<file path="src/rtl/pwm_pkg.sv">
`default_nettype none
// ============================================================================
// Module   : pwm_pkg
// Purpose  : Shared types and constants for the 8-bit PWM generator and the
//            PWM capture block.
// Contents : state_e       capture FSM states
//            DUTY_W        duty code width (0..255 scale)
//            CNT_W_DEFAULT default width of the capture counters
// Revision : 1.0  initial release
// ============================================================================
package pwm_pkg;

    localparam int DUTY_W        = 8;
    localparam int CNT_W_DEFAULT = 16;

    typedef enum logic [1:0] {
        IDLE = 2'd0,
        HIGH = 2'd1,
        LOW  = 2'd2
    } state_e;

endpackage : pwm_pkg
`default_nettype wire

</file>
<file path="src/rtl/pwm_div.sv">
`default_nettype none
// ============================================================================
// Module   : pwm_div
// Purpose  : Serial restoring divider producing floor(hi*2^DUTY_W/period),
//            one quotient bit per cycle. Requires hi <= period.
// Ports    : clk_i       system clock
//            rst_n_i     asynchronous active-low reset
//            start_i     load operands (ignored while busy_o)
//            hi_i        dividend (high time)
//            period_i    divisor (period)
//            busy_o      high from the cycle after start until one cycle
//                        after done_o
//            done_o      high during the final iteration cycle
//            quotient_o  final quotient, valid while done_o is high
// Revision : 1.0  initial release
// ============================================================================
module pwm_div
    import pwm_pkg::*;
#(
    parameter int CNT_W = CNT_W_DEFAULT
) (
    input  logic              clk_i,
    input  logic              rst_n_i,
    input  logic              start_i,
    input  logic [CNT_W-1:0]  hi_i,
    input  logic [CNT_W-1:0]  period_i,
    output logic              busy_o,
    output logic              done_o,
    output logic [DUTY_W-1:0] quotient_o
);

    localparam int               STEP_W    = $clog2(DUTY_W + 1);
    localparam logic [STEP_W-1:0] LAST_STEP = STEP_W'(DUTY_W - 1);
    localparam logic [STEP_W-1:0] TAIL_STEP = STEP_W'(DUTY_W);

    logic [CNT_W:0]      rem_q;
    logic [CNT_W-1:0]    div_q;
    logic [DUTY_W-1:0]   quo_q;
    logic [STEP_W-1:0]   step_q;
    logic                busy_q;

    logic [CNT_W:0]      w_rem_sh;
    logic                w_qbit;
    logic [CNT_W:0]      rem_d;
    logic [DUTY_W-1:0]   quo_d;

    // The remainder is always below the divisor on entry to a step, so its
    // MSB is zero and the shift cannot lose information.
    assign w_rem_sh = rem_q << 1;
    assign w_qbit   = (w_rem_sh >= {1'b0, div_q});
    assign rem_d    = w_qbit ? (w_rem_sh - {1'b0, div_q}) : w_rem_sh;
    assign quo_d    = {quo_q[DUTY_W-2:0], w_qbit};

    // The quotient is handed out combinationally in the last iteration so
    // the consumer can register it on the same edge that finishes the divide.
    assign quotient_o = quo_d;
    assign done_o     = busy_q && (step_q == LAST_STEP);
    assign busy_o     = busy_q;

    always_ff @(posedge clk_i or negedge rst_n_i) begin
        if (!rst_n_i) begin
            rem_q  <= '0;
            div_q  <= '0;
            quo_q  <= '0;
            step_q <= '0;
            busy_q <= 1'b0;
        end else if (start_i && !busy_q) begin
            rem_q  <= {1'b0, hi_i};
            div_q  <= period_i;
            quo_q  <= '0;
            step_q <= '0;
            busy_q <= 1'b1;
        end else if (busy_q) begin
            // One tail cycle after the last step keeps busy asserted while the
            // result is being presented downstream.
            if (step_q == TAIL_STEP) begin
                busy_q <= 1'b0;
            end else begin
                rem_q  <= rem_d;
                quo_q  <= quo_d;
                step_q <= step_q + 1'b1;
            end
        end
    end

endmodule : pwm_div
`default_nettype wire

</file>
<file path="src/rtl/pwm_capture.sv">
`default_nettype none
// ============================================================================
// Module   : pwm_capture
// Purpose  : Measures high time and rise-to-rise period of an asynchronous
//            PWM input and reports an 8-bit duty code, a stuck-input flag and
//            a sticky overrun flag.
// Ports    : clk_i         system clock
//            rst_n_i       asynchronous active-low reset
//            ena_i         capture enable
//            pwm_in_i      asynchronous PWM input
//            high_cnt_o    high time of last completed period (clk cycles)
//            period_cnt_o  rise-to-rise period of last completed period
//            duty_o        floor(high_cnt*256/period_cnt)
//            valid_o       one-cycle pulse when results update
//            stuck_o       no edge seen within the saturation count
//            stuck_lvl_o   synchronized input level when stuck was set
//            overrun_o     sticky: a period completed while dividing
// Revision : 1.0  initial release
// ============================================================================
module pwm_capture
    import pwm_pkg::*;
#(
    parameter int CNT_W       = CNT_W_DEFAULT,
    parameter int SYNC_STAGES = 2
) (
    input  logic              clk_i,
    input  logic              rst_n_i,
    input  logic              ena_i,
    input  logic              pwm_in_i,
    output logic [CNT_W-1:0]  high_cnt_o,
    output logic [CNT_W-1:0]  period_cnt_o,
    output logic [DUTY_W-1:0] duty_o,
    output logic              valid_o,
    output logic              stuck_o,
    output logic              stuck_lvl_o,
    output logic              overrun_o
);

    localparam logic [CNT_W-1:0] CNT_MAX = {CNT_W{1'b1}};
    localparam logic [CNT_W-1:0] CNT_ONE = CNT_W'(1);

    logic [SYNC_STAGES-1:0] sync_q;
    logic                   s_d_q;
    state_e                 state_q;
    logic [CNT_W-1:0]       cnt_q;
    logic [CNT_W-1:0]       hi_len_q;
    logic [CNT_W-1:0]       pend_hi_q;
    logic [CNT_W-1:0]       pend_per_q;
    logic [CNT_W-1:0]       high_cnt_q;
    logic [CNT_W-1:0]       period_cnt_q;
    logic [DUTY_W-1:0]      duty_q;
    logic                   valid_q;
    logic                   stuck_q;
    logic                   stuck_lvl_q;
    logic                   overrun_q;

    logic                   w_s;
    logic                   w_rise;
    logic                   w_fall;
    logic                   w_sat;
    logic                   w_edge;
    logic                   w_timeout;
    logic                   w_period_done;
    logic [CNT_W-1:0]       cnt_d;
    logic                   w_div_busy;
    logic                   w_div_done;
    logic [DUTY_W-1:0]      w_div_quo;

    // ------------------------------------------------------------------
    // Input synchronizer and edge detection
    // ------------------------------------------------------------------
    always_ff @(posedge clk_i or negedge rst_n_i) begin
        if (!rst_n_i) begin
            sync_q <= '0;
            s_d_q  <= 1'b0;
        end else begin
            sync_q <= {sync_q[SYNC_STAGES-2:0], pwm_in_i};
            s_d_q  <= w_s;
        end
    end

    assign w_s    = sync_q[SYNC_STAGES-1];
    assign w_rise = w_s & ~s_d_q;
    assign w_fall = ~w_s & s_d_q;

    // ------------------------------------------------------------------
    // Event decode
    // ------------------------------------------------------------------
    assign w_sat = (cnt_q == CNT_MAX);
    assign cnt_d = w_sat ? cnt_q : (cnt_q + 1'b1);

    // The edge that would advance the FSM in its current state; it takes
    // priority over saturation in the same cycle.
    assign w_edge = (state_q == HIGH) ? w_fall : w_rise;

    // Stuck only fires once; while stuck the FSM idles at a saturated count.
    assign w_timeout     = ena_i && w_sat && !w_edge && !stuck_q;
    assign w_period_done = ena_i && (state_q == LOW) && w_rise;

    // ------------------------------------------------------------------
    // Divider
    // ------------------------------------------------------------------
    pwm_div #(
        .CNT_W (CNT_W)
    ) u_div (
        .clk_i      (clk_i),
        .rst_n_i    (rst_n_i),
        .start_i    (w_period_done),
        .hi_i       (hi_len_q),
        .period_i   (cnt_q),
        .busy_o     (w_div_busy),
        .done_o     (w_div_done),
        .quotient_o (w_div_quo)
    );

    // ------------------------------------------------------------------
    // FSM, counter and result registers
    // ------------------------------------------------------------------
    always_ff @(posedge clk_i or negedge rst_n_i) begin
        if (!rst_n_i) begin
            state_q      <= IDLE;
            cnt_q        <= '0;
            hi_len_q     <= '0;
            pend_hi_q    <= '0;
            pend_per_q   <= '0;
            high_cnt_q   <= '0;
            period_cnt_q <= '0;
            duty_q       <= '0;
            valid_q      <= 1'b0;
            stuck_q      <= 1'b0;
            stuck_lvl_q  <= 1'b0;
            overrun_q    <= 1'b0;
        end else begin
            valid_q <= 1'b0;

            // A period ending while the previous divide runs is discarded.
            if (w_period_done && w_div_busy) begin
                overrun_q <= 1'b1;
            end

            // A divide started before ena fell still finishes internally, but
            // its result is only published while capture is enabled.
            if (w_div_done && ena_i) begin
                high_cnt_q   <= pend_hi_q;
                period_cnt_q <= pend_per_q;
                duty_q       <= w_div_quo;
                valid_q      <= 1'b1;
            end

            if (!ena_i) begin
                state_q <= IDLE;
                cnt_q   <= '0;
            end else begin
                cnt_q <= cnt_d;

                case (state_q)
                    IDLE: begin
                        if (w_rise) begin
                            state_q <= HIGH;
                            cnt_q   <= CNT_ONE;
                            stuck_q <= 1'b0;
                        end
                    end
                    HIGH: begin
                        if (w_fall) begin
                            hi_len_q <= cnt_q;
                            state_q  <= LOW;
                        end
                    end
                    LOW: begin
                        if (w_rise) begin
                            if (!w_div_busy) begin
                                pend_hi_q  <= hi_len_q;
                                pend_per_q <= cnt_q;
                            end
                            cnt_q   <= CNT_ONE;
                            state_q <= HIGH;
                        end
                    end
                    default: begin
                        state_q <= IDLE;
                    end
                endcase

                if (w_timeout) begin
                    state_q      <= IDLE;
                    stuck_q      <= 1'b1;
                    stuck_lvl_q  <= w_s;
                    duty_q       <= w_s ? {DUTY_W{1'b1}} : {DUTY_W{1'b0}};
                    high_cnt_q   <= '0;
                    period_cnt_q <= '0;
                    valid_q      <= 1'b1;
                end
            end
        end
    end

    assign high_cnt_o   = high_cnt_q;
    assign period_cnt_o = period_cnt_q;
    assign duty_o       = duty_q;
    assign valid_o      = valid_q;
    assign stuck_o      = stuck_q;
    assign stuck_lvl_o  = stuck_lvl_q;
    assign overrun_o    = overrun_q;

endmodule : pwm_capture
`default_nettype wire

</file>
<file path="config.mk">
export PLATFORM = sky130hd
export DESIGN_NAME = pwm_capture
export DESIGN_NICKNAME = d
export VERILOG_FILES = /design/src/rtl/pwm_pkg.sv /design/src/rtl/pwm_div.sv /design/src/rtl/pwm_capture.sv
export SDC_FILE = /design/constraint.sdc
export NUM_CORES = 1
export LEC_CHECK = 0
export ABC_AREA = 0
export BUFFER_PORTS_ARGS = -buffer_cell sky130_fd_sc_hd__buf_2
export CAP_MARGIN = 20
export CORE_UTILIZATION = 55
export DETAILED_ROUTE_END_ITERATION = 7
export PLACE_DENSITY_LB_ADDON = 0.08
export SLEW_MARGIN = 25
export SYNTH_ARGS = -nofsm -noshare
export SYNTH_HDL_FRONTEND = slang
export SYNTH_SLANG_ARGS = --single-unit
</file>
<file path="constraint.sdc">
create_clock -name clk_i -period 2.38 [get_ports clk_i]
set_input_delay 0.238 -clock clk_i [delete_from_list [all_inputs] [get_ports clk_i]]
set_output_delay 0.238 -clock clk_i [all_outputs]
set_load 0.02 [all_outputs]
</file>
# ---- After elaboration in Yosys (flattened, before gate mapping)
# Cells that the tools add are included.
dict set report classes {
  add_sub_neg 3
  n_lt_le_gt_ge 1
  eq_ne 8
  muxes 39
  n_bitwise 5
  reduce_logical 23
}
# operator count
set ops {}
lappend ops {{$mux 16} 14}
lappend ops {{$mux 8} 4}
lappend ops {{$mux 7} 3}
lappend ops {{$ge 17x16->1} 1}
lappend ops {{$add 16x1->16 const B} 1}
lappend ops {{$eq 16x16->1 const B} 1}
lappend ops {{$sub 16x16->16} 1}
lappend ops {{$mux 4} 3}
lappend ops {{$mux 1} 10}
lappend ops {{$logic_and 1x1->1} 9}
lappend ops {{$mux 2} 4}
lappend ops {{$reduce_and 2->1} 3}
lappend ops {{$reduce_and 3->1} 2}
lappend ops {{$reduce_bool 2->1} 3}
lappend ops {{$add 4x1->4 const B} 1}
lappend ops {{$eq 4x3->1 const B} 1}
lappend ops {{$eq 4x4->1 const B} 1}
lappend ops {{$ne 4x2->1 const B} 1}
lappend ops {{$ne 4x4->1 const B} 1}
lappend ops {{$pmux 2 s2} 1}
lappend ops {{$reduce_and 4->1} 1}
lappend ops {{$logic_not 1->1} 3}
lappend ops {{$not 1->1} 3}
lappend ops {{$and 1x1->1} 2}
lappend ops {{5 further kinds} 5}
dict set report word_totals {
  reg_bits 157
  input_bits 4
  output_inout_bits 44
  elab_cells 98
}

# ---- Longest topological paths before layout
dict set report depth {
  ltp_word 8
  mapped_depth 11
  depth_no_buf 9
}

# ---- By module
# A second synthesis with hierarchy kept.
dict set report hier_totals {
  hier_cells 770
  area_unflattened_um2 7686.1
}
# mod instances cells_each area_per_inst_um2 seq_area_each_um2
set by_module_without_submodules {}
lappend by_module_without_submodules {pwm_capture 1 399 4649.5 2827.7}
lappend by_module_without_submodules {pwm_div 1 371 3036.7 1101.1}

# ---- Least setup slack after synthesis
# Ideal clock, no wire load.
dict set report synth_path {
  path_type {register to register}
  from {register u_div.rem_q[2]}
  to {register u_div.rem_q[13]}
  setup_ns 0.136
  arrival_ns 2.127
  required_time_ns 2.244
  slack_ns 0.116
  stages_incl_launch_ff 9
  n_path_buf 0
  synth_period_minus_slack_ns 2.264
  cell_sequence {dfrtp_1 ha_1 o211ai_1 a21oi_2 nor2_1 o221a_2 o21bai_1 mux2i_1 or3b_2}
}
dict set report synth_between {
  elab_chain_cells 5
  word_cells_on_any_way 6
  cone_classes {1 x add/sub; 1 x order compare; 4 x mux}
}
# element line_no
set synth_lines {}
lappend synth_lines {{start, declared} pwm_div.sv:36} ;# logic [CNT_W:0] rem_q;
lappend synth_lines {{start signal, assigned} pwm_div.sv:68} ;# rem_q <= {1'b0, hi_i};
lappend synth_lines {{start signal, assigned} pwm_div.sv:79} ;# rem_q <= rem_d;
lappend synth_lines {{$sub 16x16->16 or $ge 17x16->1 (tied branches)} {pwm_div.sv:51, pwm_div.sv:50}}
lappend synth_lines {{$mux 16 (*)} pwm_div.sv:51} ;# assign rem_d = w_qbit ? (w_rem_sh - {1'b0, div_q}) : w_rem_sh;
lappend synth_lines {{$mux 16 (*)} pwm_div.sv:76} ;# if (step_q == TAIL_STEP) begin
lappend synth_lines {{$mux 16 (*)} pwm_div.sv:73} ;# end else if (busy_q) begin
lappend synth_lines {{$mux 16 (*)} pwm_div.sv:67} ;# end else if (start_i && !busy_q) begin
# Mark *: on every way between the ends. The rest lies on a longest branch, timed or not. The select of a mux whose other input is x is not followed.
# A chain may end at the register's enable or synchronous reset.

# ---- Worst setup path after layout
dict set report layout_path {
  from {register u_div.rem_q[1]}
  to {register u_div.rem_q[3]}
}
# The elaborated chain is that of the path after synthesis.

==> summary.md <==
| Metric | Value |
|---|---|
| Synth Area in XOR/XNOR | `2.78%` |
| Hold Crit Class | `in2reg` |
| Core area | `12700 um^2` |
| Fmax | `411 MHz` |
| I/O pins | `48` |
| CTS clk-pin slew, worst paths | `0.06 ns` |
| RSZ-0062 raised after global routing | `true` |
| Leading area contributor after synthesis | `dfrtp_1` |
| Worst rel slew slack | `63.5%` |
| Clock Latency Late Sink | `0.42 ns` |
| Tightest Pin Transition | `0.546 ns` |
| Max cap viols | `0` |
| Post-synthesis sequential area ratio | `54.2%` |
| Syn Nets | `732` |
| Die area | `13600 um^2` |
| Worst-case clock buffer depth | `2` |
| Overall routing resource usage | `28.4%` |
| Fraction of the mapped netlist area in compound gates | `9.84%` |
| Static leakage | `0.00452 uW` |
| Synth top area cells | `dfrtp_1 54%, nand2_1 7.7%, mux2i_1 6.9%` |
| Cell mode on critical path | `o211ai_1` |
| Die height | `117 um` |
| Worst setup path class | `reg2reg` |
| R2R depth | `9` |
| # DRC | `0` |
| Pre-CTS setup slack | `-0.0862 ns` |
| Post-synthesis adder-cell area fraction | `3.56%` |
| Die Wd | `117 um` |
| Antenna violations before repair | `0` |
| GP Congestion | `0.905` |
| Cell at the slowest stage of the critical path | `dfrtp_2` |
| Multiplexer share of the synthesized area | `9.39%` |
| Per-cell routed wire length | `18.3 um` |
| I/O Buffers | `47` |
| Worst Skew | `0.00685 ns` |
| # clock sinks | `157` |
| WL final | `18100 um` |
| CTS tree | `built` |
| Final Hold Viols | `0` |
| Cells along the critical path | `ha_4 -> o211ai_1 -> a21oi_2 -> nor2_2 -> o221a_4 -> o31ai_4 -> clkbuf_16 -> mux2i_1 -> o211ai_1` |
| Outcome | `finished, violations left` |
| Fin crit share | `102%` |
| Data arrival, critical path | `2.72 ns` |
| Vias in the first global route | `5325` |
| # H-tree levels | `4` |
| Starting Density | `57.0%` |
| CP peak stage delay | `0.44 ns` |
| Setup violations, final | `4` |
| Largest family of logic cells by synthesized area | `simple AND/OR/NAND/NOR gates` |
| N_diodes | `0` |
| Worst Hold Depth | `3` |
| Tmin final | `2.43 ns` |
| Endpoint type of the worst setup path | `flip-flop` |
| Flops & latches, synth | `157` |
| Detail Placement HPWL | `12400 um` |
| Vias | `5506` |
| Netlist cell types | `65` |
| Max-slew violation count | `0` |
| CP Launch Type | `flip-flop` |
| Post-synth top flop | `dfrtp_1` |
| Async SR Flop Fraction | `100%` |
| Global route overflow | `0` |
| Post-synth top area share | `54.2%` |
| Critical path required time | `2.67 ns` |
| First DRT Iteration DRCs | `354` |
| Rows | `41` |
| First-pass GRT wire length | `28300 um` |
| Worst Hold Slack | `0.137 ns` |
| Crit Path Max Fanout | `4` |
| Layout cells sized above 1 | `22.0%` |
| TritonRoute pass-1 iters | `5` |
| Synth Warn # | `0` |
| Final ANT Viol Nets | `0` |
| Mapped cell area | `7250 um^2` |
| Post-Synthesis Cells | `708` |
| Simple-Gate Fraction of Synth Area | `16.7%` |
| Largest net degree at the start of global routing | `70` |
| Area growth from synthesis to layout | `22.5%` |
| EDFF count, synth | `0` |
| Maximum VDD drop | `0.000606 V` |
| Cell Pwr Density | `1010 nW/um^2` |
| Fin nets | `823` |
| Via density | `5.60` |
| Mean Syn Cell Area | `10.2 um^2` |
| Clock buffer count from CTS | `17` |
| CTS root buf | `clkbuf_16` |
| Placed Area | `7980 um^2` |
| Final WS setup | `-0.0519 ns` |
| Design area | `8880 um^2` |
| Failing checks | `negative setup slack` |
-- stage by stage --
stage          util, %  setup TNS, ns  power [uW]  instances
2_1_floorplan        -              0        4730        708
4_1_cts           68.6              0        8670        976
3_5_place_dp      62.8         -0.610        5530        942
5_1_grt           69.8         -0.980        9350        984
6_report          69.8         -0.110        8940        984
3_3_place_gp      62.8        -0.0396        5470        942
-- registers in the layout (all words and copies together), names as in the netlist, 2 cells and up --
signal        flops
state_q           2
u_div.quo_q       7
period_cnt_o     16
pend_per_q       16
u_div.div_q      16
duty_o            8
sync_q            2
high_cnt_o       16
u_div.rem_q      16
hi_len_q         16
cnt_q            16
pend_hi_q        16
u_div.step_q      4
-- routing by layer --
layer	up-vias	global-route usage (%)	wire length, um
met5	-	0	0
met1	2744	36.8	7880
li1	2611	-	-
met4	0	12.7	544
met3	25	5.41	621
met2	126	46.7	9010
-- power breakdown --
group | internal, uW | switching (uW) | leakage (uW)
combinational | 1280 | 1350 | 0.00214
sequential | 2990 | 278 | 0.00206
clock | 1880 | 1160 | 0.000313
-- placed cells by master, fill, tap and decap left out, types with 4 or more instances in the layout --
| cell type | synthesis | layout |
|---|---|---|
| nand3_1 | 18 | 18 |
| mux2_2 | 16 | 16 |
| mux2i_1 | 50 | 49 |
| nor2_1 | 57 | 56 |
| nand4_1 | 9 | 9 |
| ha_1 | 19 | 14 |
| a21o_1 | 4 | 4 |
| inv_6 | 0 | 4 |
| bufinv_16 | 0 | 5 |
| buf_4 | 1 | 48 |
| inv_1 | 27 | 25 |
| dfrtp_1 | 157 | 156 |
| ha_4 | 0 | 5 |
| nor3_1 | 4 | 4 |
| o21ai_0 | 34 | 31 |
| nand2_1 | 149 | 149 |
| a21oi_1 | 29 | 29 |
| xor2_1 | 10 | 10 |
| nand2b_1 | 10 | 10 |
| buf_2 | 9 | 46 |
| o211ai_1 | 11 | 11 |
| buf_12 | 0 | 6 |
| o21ai_1 | 1 | 4 |
| xnor2_1 | 13 | 13 |
| clkbuf_16 | 0 | 18 |
-- synthesized netlist by cell type, drive strengths merged (4+ instances only) --
master	instances
nand4	9
and3	5
mux2	16
nand2b	10
a21oi	31
o21ai	35
nor3	4
o31ai	4
nor2	58
ha	19
clkbuf	19
dfrtp	157
nand3	18
xor2	10
nand2	150
buf	13
o211ai	12
a21o	5
inv	27
mux2i	50
xnor2	13
-- worst paths after layout --
check	from	end	slack (ns)
hold reg to reg	sync_q[0]$_DFF_PN0_	sync_q[1]$_DFF_PN0_	0.36
setup / recovery	u_div.rem_q[1]$_DFFE_PN0P_	u_div.rem_q[3]$_DFFE_PN0P_	-0.05
setup reg to reg	u_div.rem_q[1]$_DFFE_PN0P_	u_div.rem_q[3]$_DFFE_PN0P_	-0.05
max in group asynchronous	rst_n_i	cnt_q[14]$_DFF_PN0_	1.34
min in group asynchronous	rst_n_i	period_cnt_o[5]$_DFF_PN0_	0.30
hold / removal	ena_i	state_q[1]$_DFFE_PN0P_	0.14
-- kinds of logic after synthesis --
| family | Yosys count |
|---|---|
| buf+inv | 59 |
| simple gates | 273 |
| fa+ha+maj | 20 |
| flops | 157 |
| mux | 66 |
| xor+xnor | 23 |
| compound gates | 110 |
-- critical path, delay by kind of cell, from the launching register on --
kind                     cells  cell delay, ns
AO/OA/AOI/OAI                5            1.05
buffers and inverters        1            0.23
flip-flops                   1            0.44
adder cells (fa/ha/maj)      1            0.29
AND/OR/NAND/NOR              1            0.07
multiplexers                 1            0.21
-- final cells by class --
type                       count  area, um^2
sequential                   157        3930
fill                        1004        3840
multi-input combinational    492        3210
timing repair buffer         104         767
clock buffer                  17         425
clock inverter                15         233
tap                          172         215
inverter                      27         101
-- what timing repair did --
| item | in CTS | in global routing |
|---|---|---|
| hold buffers | 2 | 0 |
| setup endpoints to repair | 10 | 15 |
| pin swaps | 1 | 6 |
| gates resized for setup | 7 | 16 |
| gates cloned | 0 | 1 |
| endpoints found under the hold margin | 37 | 0 |
| setup buffers | 0 | 7 |
Power figures use the tool's default switching activity.
